==> config.mk <==
export PLATFORM = sky130hd
export DESIGN_NAME = button_clock_unit
export DESIGN_NICKNAME = d
export VERILOG_FILES = /design/src/rtl/button_clock_unit.sv
export SDC_FILE = /design/constraint.sdc
export NUM_CORES = 1
export LEC_CHECK = 0
export CAP_MARGIN = 0
export CORE_AREA = 5 5 54 56
export CTS_CLUSTER_SIZE = 25
export DETAILED_ROUTE_END_ITERATION = 6
export DIE_AREA = 0 0 59 61
export DONT_BUFFER_PORTS = 1
export PLACE_DENSITY = 0.76
export REMOVE_ABC_BUFFERS = 1
export SLEW_MARGIN = 20
export SYNTH_ARGS = -nofsm -noshare
export SYNTH_HDL_FRONTEND = slang
export SYNTH_SLANG_ARGS = --single-unit
==> constraint.sdc <==
create_clock -name clk -period 4.1 [get_ports clk]
set_input_delay 0.615 -clock clk [delete_from_list [all_inputs] [get_ports clk]]
set_output_delay 0.615 -clock clk [all_outputs]
set_load 0.05 [all_outputs]
==> src/rtl/button_clock_unit.sv <==
// button_clock_unit: free-running binary clock divider plus a debounced
// push-button conditioner. One divider tap paces button sampling; the block
// produces a clean level, single-cycle rise/fall pulses and a press-toggle.
// Every flop runs on clk; divider bits are only ever used as data/enables.
module button_clock_unit #(
  parameter int PWR_2   = 20,  // divider width, 2..32
  parameter int BTN_TAP = 16,  // divider bit pacing button sampling, < PWR_2
  parameter int DEB_N   = 3    // consecutive equal samples to change level, 2..8
) (
  input  logic             clk,
  input  logic             reset,   // asynchronous, active-low
  input  logic             i,       // raw button, asynchronous to clk
  output logic [PWR_2-1:0] sclks,
  output logic             tick,
  output logic             o,
  output logic             rise,
  output logic             fall,
  output logic             toggle
);

  // Debounced level tracked as a two-state machine; o is the state itself.
  typedef enum logic {
    LVL_LOW  = 1'b0,
    LVL_HIGH = 1'b1
  } lvl_state_t;

  logic [PWR_2-1:0] cnt_q, cnt_d;
  logic             sync1_q, sync2_q;
  logic [DEB_N-1:0] samp_q, samp_d;
  lvl_state_t       state_q, state_d;
  logic             rise_q, rise_d;
  logic             fall_q, fall_d;
  logic             toggle_q, toggle_d;
  logic             tick_w;
  logic             all_ones, all_zeros;

  // ---------------------------------------------------------------------
  // Divider: plain wrap-around counter, every bit is a slow-clock tap.
  // ---------------------------------------------------------------------
  assign cnt_d = cnt_q + {{(PWR_2-1){1'b0}}, 1'b1};

  // Counter register, cleared asynchronously.
  always_ff @(posedge clk or negedge reset) begin
    if (!reset) cnt_q <= '0;
    else        cnt_q <= cnt_d;
  end

  // Tick marks the first cycle of each high phase of the chosen tap, so it
  // is one cycle wide and spaced exactly 2^(BTN_TAP+1) cycles, even across wrap.
  generate
    if (BTN_TAP == 0) begin : g_tick_lsb
      assign tick_w = cnt_q[0];
    end else begin : g_tick_tap
      assign tick_w = cnt_q[BTN_TAP] & ~(|cnt_q[BTN_TAP-1:0]);
    end
  endgenerate

  // ---------------------------------------------------------------------
  // Two-flop synchronizer for the asynchronous button input.
  // ---------------------------------------------------------------------
  // Synchronizer chain; only sync2_q is ever consumed.
  always_ff @(posedge clk or negedge reset) begin
    if (!reset) begin
      sync1_q <= 1'b0;
      sync2_q <= 1'b0;
    end else begin
      sync1_q <= i;
      sync2_q <= sync1_q;
    end
  end

  // ---------------------------------------------------------------------
  // Sample history: shift in the synchronized button only on tick.
  // ---------------------------------------------------------------------
  // Next sample window, including the sample taken on this edge.
  always_comb begin
    samp_d = samp_q;
    if (tick_w) samp_d = {samp_q[DEB_N-2:0], sync2_q};
  end

  assign all_ones  = &samp_d;
  assign all_zeros = ~(|samp_d);

  // Sample history register.
  always_ff @(posedge clk or negedge reset) begin
    if (!reset) samp_q <= '0;
    else        samp_q <= samp_d;
  end

  // ---------------------------------------------------------------------
  // Level FSM: a unanimous window flips the level; mixed windows hold it.
  // Edge pulses and toggle are decided in the same process so they line up
  // with the level change.
  // ---------------------------------------------------------------------
  // Next-state, edge-pulse and toggle decode.
  always_comb begin
    state_d  = state_q;
    rise_d   = 1'b0;
    fall_d   = 1'b0;
    toggle_d = toggle_q;
    if (tick_w) begin
      case (state_q)
        LVL_LOW: begin
          if (all_ones) begin
            state_d  = LVL_HIGH;
            rise_d   = 1'b1;
            toggle_d = ~toggle_q;
          end
        end
        LVL_HIGH: begin
          if (all_zeros) begin
            state_d = LVL_LOW;
            fall_d  = 1'b1;
          end
        end
        default: state_d = LVL_LOW;
      endcase
    end
  end

  // Level state and registered pulse/toggle outputs.
  always_ff @(posedge clk or negedge reset) begin
    if (!reset) begin
      state_q  <= LVL_LOW;
      rise_q   <= 1'b0;
      fall_q   <= 1'b0;
      toggle_q <= 1'b0;
    end else begin
      state_q  <= state_d;
      rise_q   <= rise_d;
      fall_q   <= fall_d;
      toggle_q <= toggle_d;
    end
  end

  assign sclks  = cnt_q;
  assign tick   = tick_w;
  assign o      = (state_q == LVL_HIGH);
  assign rise   = rise_q;
  assign fall   = fall_q;
  assign toggle = toggle_q;

endmodule

## After elaboration in Yosys (flattened, before gate mapping)

Cells that the tools add are included.

| cells by class | value |
|---|---|
| add/sub/neg operators | 1 |
| mux-type cells | 9 |
| bitwise logic cells | 4 |
| reduce and logical (&&, ||, !) cells | 4 |

Operators by type and width:

| cell | number |
|---|---|
| adder 20 x 1 -> 20 bit (second input constant) | 1 |
| OR reduction 16 bit | 1 |
| 2-to-1 mux 1 bit | 7 |
| AND reduction 5 bit | 1 |
| 2-to-1 mux 3 bit | 1 |
| NOT 1 bit | 3 |
| AND reduction 3 bit | 1 |
| OR reduction 3 bit | 1 |
| case mux 1 bit (2 select lines) | 1 |
| bitwise AND 1 bit | 1 |

| storage, ports and cells | value |
|---|---|
| flip-flop bits (word level) | 29 |
| output and inout port bits | 25 |
| word-level logic and storage cells | 26 |

## Depth between registers and ports, before layout

Gate-level depths: netlist of run 1.

| depth | value |
|---|---|
| depth in word-level cells | 8 |
| depth in mapped cells | 6 |
| gate-level depth less buffers | 6 |

## Worst setup path after synthesis of run 1

Ideal clock, no wire load.

| timing path | value |
|---|---|
| kind | reg2out |
| start | reg cnt_q[0], in the netlist sclks[0] |
| end | out tick |
| arrival time | 1.604 ns |
| slack | 1.881 ns |
| cell stages (with the launch flop) | 6 |
| cells stage by stage | dfrtp_1 -> inv_1 -> ha_1 -> nor4b_4 -> nand4_4 -> inv_1 |

| between the ends | value |
|---|---|
| cells in the longest elaborated chain, start to end | 3 |

RTL lines:

| element | RTL line | text |
|---|---|---|
| start: declaration | 27 | `logic [PWR_2-1:0] cnt_q, cnt_d;` |
| start signal: assignment | 45 | `else cnt_q <= cnt_d;` |
| OR reduction 16 bit | 54 | `assign tick_w = cnt_q[BTN_TAP] & ~(\|cnt_q[BTN_TAP-1:0]);` |
| NOT 1 bit | 54 |  |
| bitwise AND 1 bit | 54 |  |
| end: declaration | 14 | `output logic tick,` |

No other way between the ends.

## Worst setup path after layout of run 1

Same ends and word-level chain as after synthesis.

==> results.sh, run 1 <==
export IMPL_synth_top_area_share_pct=56.9
export IMPL_clock_skew_ns=0.00324
export IMPL_pwr_share_comb_pct=1.8
export IMPL_initial_core_util_pct=51.6
export IMPL_root_buffer="clkbuf_4"
export IMPL_ir_drop_mv=0.180
export IMPL_fin_crit_ns=2.69
export IMPL_cts_htree_levels=1
export IMPL_critPathCaptureType="output port"
export IMPL_avgRoutedWirePerCell_um=16.1
export IMPL_cp_common_cell="inv_1"
export IMPL_vias_per_cell=5.55
export IMPL_reg2reg_from="sclks[1]"
export IMPL_cp_arrival_ns=2.07
export IMPL_port_buffers=0
export IMPL_ys_seq_elements=28
export IMPL_netlist_instances=98
export IMPL_tns_ns=0
export IMPL_drtIter0Drc=4
export IMPL_fin_nets=108
export IMPL_final_common_cell="dfrtp_1"
export IMPL_power_density_nw_per_um2=313
export IMPL_slowest_delay_ns=0.62
export IMPL_finalHoldViolCount=0
export IMPL_die_y_um=61
export IMPL_power_net_switching_w=0.0000795
export IMPL_io_pins=28
export IMPL_totalPowerFinal_w=0.000413
export IMPL_ff2ff_setup_slack_ns=1.96
export IMPL_synth_warnings=0
export IMPL_criticalPathCategory="register to output port"
export IMPL_syn_to_final_growth_pct=7.22
export IMPL_drv_slew=0
export IMPL_clk_pin_slew_worst_paths_ns=0.14
export IMPL_drive_gt1_share_pct=12.7
export IMPL_reg2reg_depth=5
export IMPL_syn_area_um2=1230
export IMPL_dpl_instance_area_um2=1260
export IMPL_synth_top_area_cell="dfrtp_1"
export IMPL_stdcell_area_um2=1320
export IMPL_cts_buffers=3
export IMPL_core_area_um2=2390
export IMPL_drc_errors=0
export IMPL_tightestPinTransition_ns=0.698
export IMPL_ys_seq_area_share_pct=56.9
export IMPL_grt_usage_pct=13.1
export IMPL_clkPwrFrac_pct=31.0
export IMPL_grt_pass1_vias=765
export IMPL_intPower_w=0.000334
export IMPL_cts_tree="yes"
export IMPL_path_cells="inv_1 > ha_1 > nor4b_4 > nand4_4 > inv_1"
export IMPL_synthTopCellsByArea="dfrtp_1 57%, xnor2_1 9.2%, xor2_1 4.3%"
export IMPL_via_count=732
export IMPL_clkSinkCount=28
export IMPL_cts_path_max_buffers=2
export IMPL_p_leak_nw=0.583
export IMPL_grt_max_degree=29
export IMPL_worst_path_max_delay_cell="dfrtp_1"
export IMPL_status="finished, final reports clean"
export IMPL_insertedDiodeCount=0
export IMPL_finalCritPeriodShare_pct=65.5
export IMPL_power_frac_seq_pct=67.2
export IMPL_postRouteAntennaNets=0
export IMPL_routed_wl_um=2130
export IMPL_grt_setup_unrepaired="no"
export IMPL_holdCritPathClass="input port to asynchronous set/reset pin"
export IMPL_rows=18
export IMPL_fin_ws_ns=1.41
export IMPL_setup_viol=0
export IMPL_gp_congestion=0.766
export IMPL_antenna_found_initial=0
export IMPL_clkLatencyLatePin_ns=0.31
export IMPL_ys_types=21
export IMPL_setup_worst_path_start_class="register"
export IMPL_die_w_um=59
export IMPL_avgSynthCellArea_um2=12.6
export IMPL_timing_fmax_mhz=372
export IMPL_drv_cap=0
export IMPL_slew_headroom_pct=53.5
export IMPL_dr_pass1_iters=4
export IMPL_hpwl_um=1580
export IMPL_crit_fanout=7
export IMPL_grt_ovfl_total=0
export IMPL_fin_util_pct=55.3
export IMPL_reg2reg_to="sclks[16]"
export IMPL_pre_cts_ws_ns=1.75
export IMPL_final_cell_mix="28 x dfrtp_1, 13 x xnor2_1, 8 x nand2_1, 8 x nand3_1"
export IMPL_dieArea_um2=3600
export IMPL_switching_share_pct=19.2
export IMPL_worstPathRequired_ns=3.48
export IMPL_grt_pass1_wl_um=3630
==> per-layer routing <==
| metal | routed length (µm) | global-route usage, % | vias to the layer above |
|---|---|---|---|
| li1 | - | - | 350 |
| met3 | 206 | 5.53 | 0 |
| met2 | 1020 | 22.2 | 27 |
| met1 | 907 | 15.9 | 355 |
| met5 | 0 | 0 | - |
| met4 | 0 | 1.94 | 0 |
==> sequential cells by signal (all words and copies together), names as in the netlist <==
| signal | flops |
|---|---|
| toggle | 1 |
| rise | 1 |
| fall | 1 |
| o | 1 |
| sync1_q | 1 |
| samp_q | 2 |
| sync2_q | 1 |
| sclks | 20 |
==> power by group through the flow <==
stage                     Clock, W  Combinational, W  Sequential (W)
after floorplan                  0       0.000000475        0.000283
after global placement           0       0.000000477        0.000283
after detailed placement         0       0.000000477        0.000283
after CTS                 0.000136        0.00000801        0.000278
after global routing      0.000143        0.00000897        0.000278
final                     0.000128        0.00000752        0.000278
==> cells in the mapped netlist <==
| cell type | n |
|---|---|
| nor3_1 | 4 |
| clkbuf_2 | 1 |
| nor4b_4 | 2 |
| nand4_4 | 1 |
| nand4_1 | 6 |
| nor4_2 | 2 |
| o31a_1 | 1 |
| nor4_1 | 2 |
| nand2b_1 | 1 |
| xor2_1 | 6 |
| xnor2_1 | 13 |
| nand2_1 | 8 |
| and4_1 | 1 |
| o22a_1 | 1 |
| nor4b_2 | 1 |
| inv_1 | 4 |
| dfrtp_1 | 28 |
| nor2_1 | 4 |
| nand3_1 | 8 |
| ha_1 | 2 |
| mux2_2 | 2 |
==> logic make-up after synthesis <==
group | synth area share [%]
xor+xnor | 13.5
flops | 56.9
fa+ha+maj | 2.03
simple gates | 22.7
buf+inv | 1.63
mux | 1.83
compound gates | 1.42
==> worst max path at each step <==
stage	startpoint	to	slack [ns]
2_1_floorplan	sclks[0]	tick	1.88
3_3_place_gp	sclks[16]	tick	1.76
3_5_place_dp	sclks[16]	tick	1.75
4_1_cts	sclks[0]	tick	1.38
5_1_grt	sclks[16]	tick	1.30
6_report	sclks[0]	tick	1.41
==> what timing repair did <==
item | CTS | global route
hold buffers | 1 | 0
gates resized for setup | 0 | 0
setup buffers | 0 | 0
endpoints found under the hold margin | 28 | 0
==> through the flow <==
| stage | hold WS, ns | instances |
|---|---|---|
| global placement | 0.320 | 127 |
| detailed placement | 0.320 | 127 |
| global route | 0.0874 | 132 |
| floorplan | 0.319 | 97 |
| finish | 0.0954 | 132 |
| CTS | 0.0861 | 132 |
==> area by class of cell <==
class                   instances  area (µm²)
fillers                       220        1070
flip-flops and latches         28         701
multi-input cells              65         510
well taps                      30        37.5
clock buffers                   4        36.3
repair buffers                  1        20.0
inverters                       4        15.0
==> worst max-delay path: cells and delay by family, from the launching register on <==
family	cells	cell delay, ns
buf+inv	2	0.54
simple gates	2	0.43
flops	1	0.62
fa+ha+maj	1	0.16
No activity file was read; power rests on OpenSTA's default activity.
==> inputs of run 2 (changes only) <==
==> constraint.sdc (replaced) <==
create_clock -name clk -period 2.7 [get_ports clk]
set_input_delay 0.405 -clock clk [delete_from_list [all_inputs] [get_ports clk]]
set_output_delay 0.405 -clock clk [all_outputs]
set_load 0.05 [all_outputs]
==> results.sh, run 2 (synthesis gave the netlist of run 1 again) <==
export IMPL_pwr_share_comb_pct=2.0
export IMPL_largest_reg_flops=20
export IMPL_via_count=798
export IMPL_hpwl_um=1740
export IMPL_cts_hold_buf=2
export IMPL_ir_drop_mv=0.323
export IMPL_met1_usage_pct=20.4
export IMPL_fin_util_pct=59.2
export IMPL_clock_skew_ns=0.00119
export IMPL_timing_fmax_mhz=410
export IMPL_holdWs_ns=0.0946
export IMPL_syn_to_final_growth_pct=14.7
export IMPL_root_buffer="clkbuf_4"
export IMPL_grt_ovfl_total=0
export IMPL_dr_pass1_iters=4
export IMPL_placed_cells=138
export IMPL_grt_setup_unrepaired="no"
export IMPL_status="finished, final reports clean"
export IMPL_final_cells=144
export IMPL_cp_arrival_ns=2.04
export IMPL_routed_wl_um=2290
export IMPL_setup_viol=0
export IMPL_grt_pass1_vias=904
export IMPL_cts_resized=0
export IMPL_drc_errors=0
export IMPL_dieArea_um2=3600
export IMPL_antenna_found_initial=0
export IMPL_drtIter0Drc=19
export IMPL_switching_share_pct=19.8
export IMPL_power_net_switching_w=0.000126
export IMPL_final_common_cell="dfrtp_1"
export IMPL_p_leak_nw=0.643
export IMPL_cts_path_max_buffers=2
export IMPL_intPower_w=0.000508
export IMPL_drive_gt1_share_pct=21.1
export IMPL_cts_htree_levels=1
export IMPL_dpl_instance_area_um2=1350
export IMPL_final_cell_mix="28 x dfrtp_1, 13 x xnor2_1, 11 x buf_4"
export IMPL_core_area_um2=2390
export IMPL_power_frac_seq_pct=66.6
export IMPL_busiest_layer="met2"
export IMPL_grt_usage_pct=15.5
export IMPL_stdcell_area_um2=1410
export IMPL_grt_pass1_wl_um=4240
export IMPL_tightestPinTransition_ns=0.708
export IMPL_critPathCaptureType="output port"
export IMPL_slew_headroom_pct=52.8
export IMPL_setup_worst_path_start_class="register"
export IMPL_clkPwrFrac_pct=31.4
export IMPL_worstPathRequired_ns=2.30
export IMPL_tns_ns=0
export IMPL_avgRoutedWirePerCell_um=15.9
export IMPL_insertedDiodeCount=0
export IMPL_die_w_um=59
export IMPL_port_buffers=0
export IMPL_finalCritPeriodShare_pct=90.4
export IMPL_io_pins=28
export IMPL_die_y_um=61
export IMPL_gp_congestion=0.791
export IMPL_holdCritPathClass="input port to register"
export IMPL_cts_buffers=3
export IMPL_crit_fanout=7
export IMPL_initial_core_util_pct=51.6
export IMPL_clkLatencyLatePin_ns=0.32
export IMPL_drv_slew=0
export IMPL_grt_use_met2_pct=24.3
export IMPL_use_met3_pct=4.47
export IMPL_rows=18
export IMPL_vias_per_cell=5.54
export IMPL_drv_cap=0
export IMPL_post_cts_setup_buffers=0
export IMPL_power_density_nw_per_um2=449
export IMPL_cts_tree="yes"
export IMPL_fin_crit_ns=2.44
export IMPL_postRouteAntennaNets=0
export IMPL_clkSinkCount=28
export IMPL_grt_max_degree=29
export IMPL_criticalPathCategory="register to output port"
export IMPL_fin_nets=120
export IMPL_finalHoldViolCount=0
export IMPL_clk_pin_slew_worst_paths_ns=0.14
==> run 2: final cells by class <==
class                      count  area (µm²)
clock buffer                   4        36.3
tap                           30        37.5
multi-input combinational     65         510
fill                         210         975
inverter                       4        15.0
sequential                    28         701
timing repair buffer          13         113
==> run 2: routing by layer <==
layer  wire length, µm  up-vias
li1                  -      378
met1               931      388
met2              1120       30
met3               224        2
met4                 7        0
met5                 0        -
==> run 2: path summary, 6_finish.rpt <==
kind                           from        end  slack (ns)  cells past startpoint
setup / recovery           sclks[1]       tick        0.26                      5
hold / removal                    i    sync1_q        0.09                      0
setup reg to reg           sclks[6]  sclks[17]        0.63                      4
hold reg to reg             sync1_q    sync2_q        0.37                      0
max in group asynchronous     reset  sclks[18]        2.05                      2
min in group asynchronous     reset     toggle        0.50                      2
==> run 2: stage by stage <==
| step | worst slack [ns] | total power [W] |
|---|---|---|
| 5_1_grt | 0.104 | 0.000665 |
| 2_1_floorplan | 0.691 | 0.000430 |
| 4_1_cts | 0.209 | 0.000643 |
| 6_report | 0.259 | 0.000634 |
| 3_3_place_gp | 0.633 | 0.000431 |
| 3_5_place_dp | 0.595 | 0.000431 |
==> run 2: worst max-delay path: stages, from the launching register on <==
cell     delay [ns]
dfrtp_1        0.62
inv_1          0.13
ha_1           0.16
nor4b_4        0.24
nand4_4        0.19
inv_1          0.38
==> run 2: power groups by stage <==
| stage | sequential [W] | combinational [W] | clock (W) |
|---|---|---|---|
| after CTS | 0.000422 | 0.0000136 | 0.000208 |
| after detailed placement | 0.000430 | 0.000000725 | 0 |
| after floorplan | 0.000430 | 0.000000722 | 0 |
| after global routing | 0.000422 | 0.0000148 | 0.000228 |
| after global placement | 0.000430 | 0.000000724 | 0 |
| final | 0.000422 | 0.0000129 | 0.000199 |
==> inputs of run 3 (changes only) <==
--- a/config.mk
+++ b/config.mk
@@ -11,9 +11,9 @@
 export DETAILED_ROUTE_END_ITERATION = 6
 export DIE_AREA = 0 0 59 61
 export DONT_BUFFER_PORTS = 1
+export GPL_ROUTABILITY_DRIVEN = 0
 export PLACE_DENSITY = 0.76
 export REMOVE_ABC_BUFFERS = 1
-export SLEW_MARGIN = 20
 export SYNTH_ARGS = -nofsm -noshare
 export SYNTH_HDL_FRONTEND = slang
 export SYNTH_SLANG_ARGS = --single-unit
==> results of run 3 <==
The final DEF is identical to that of run 2; final timing and power are the same.
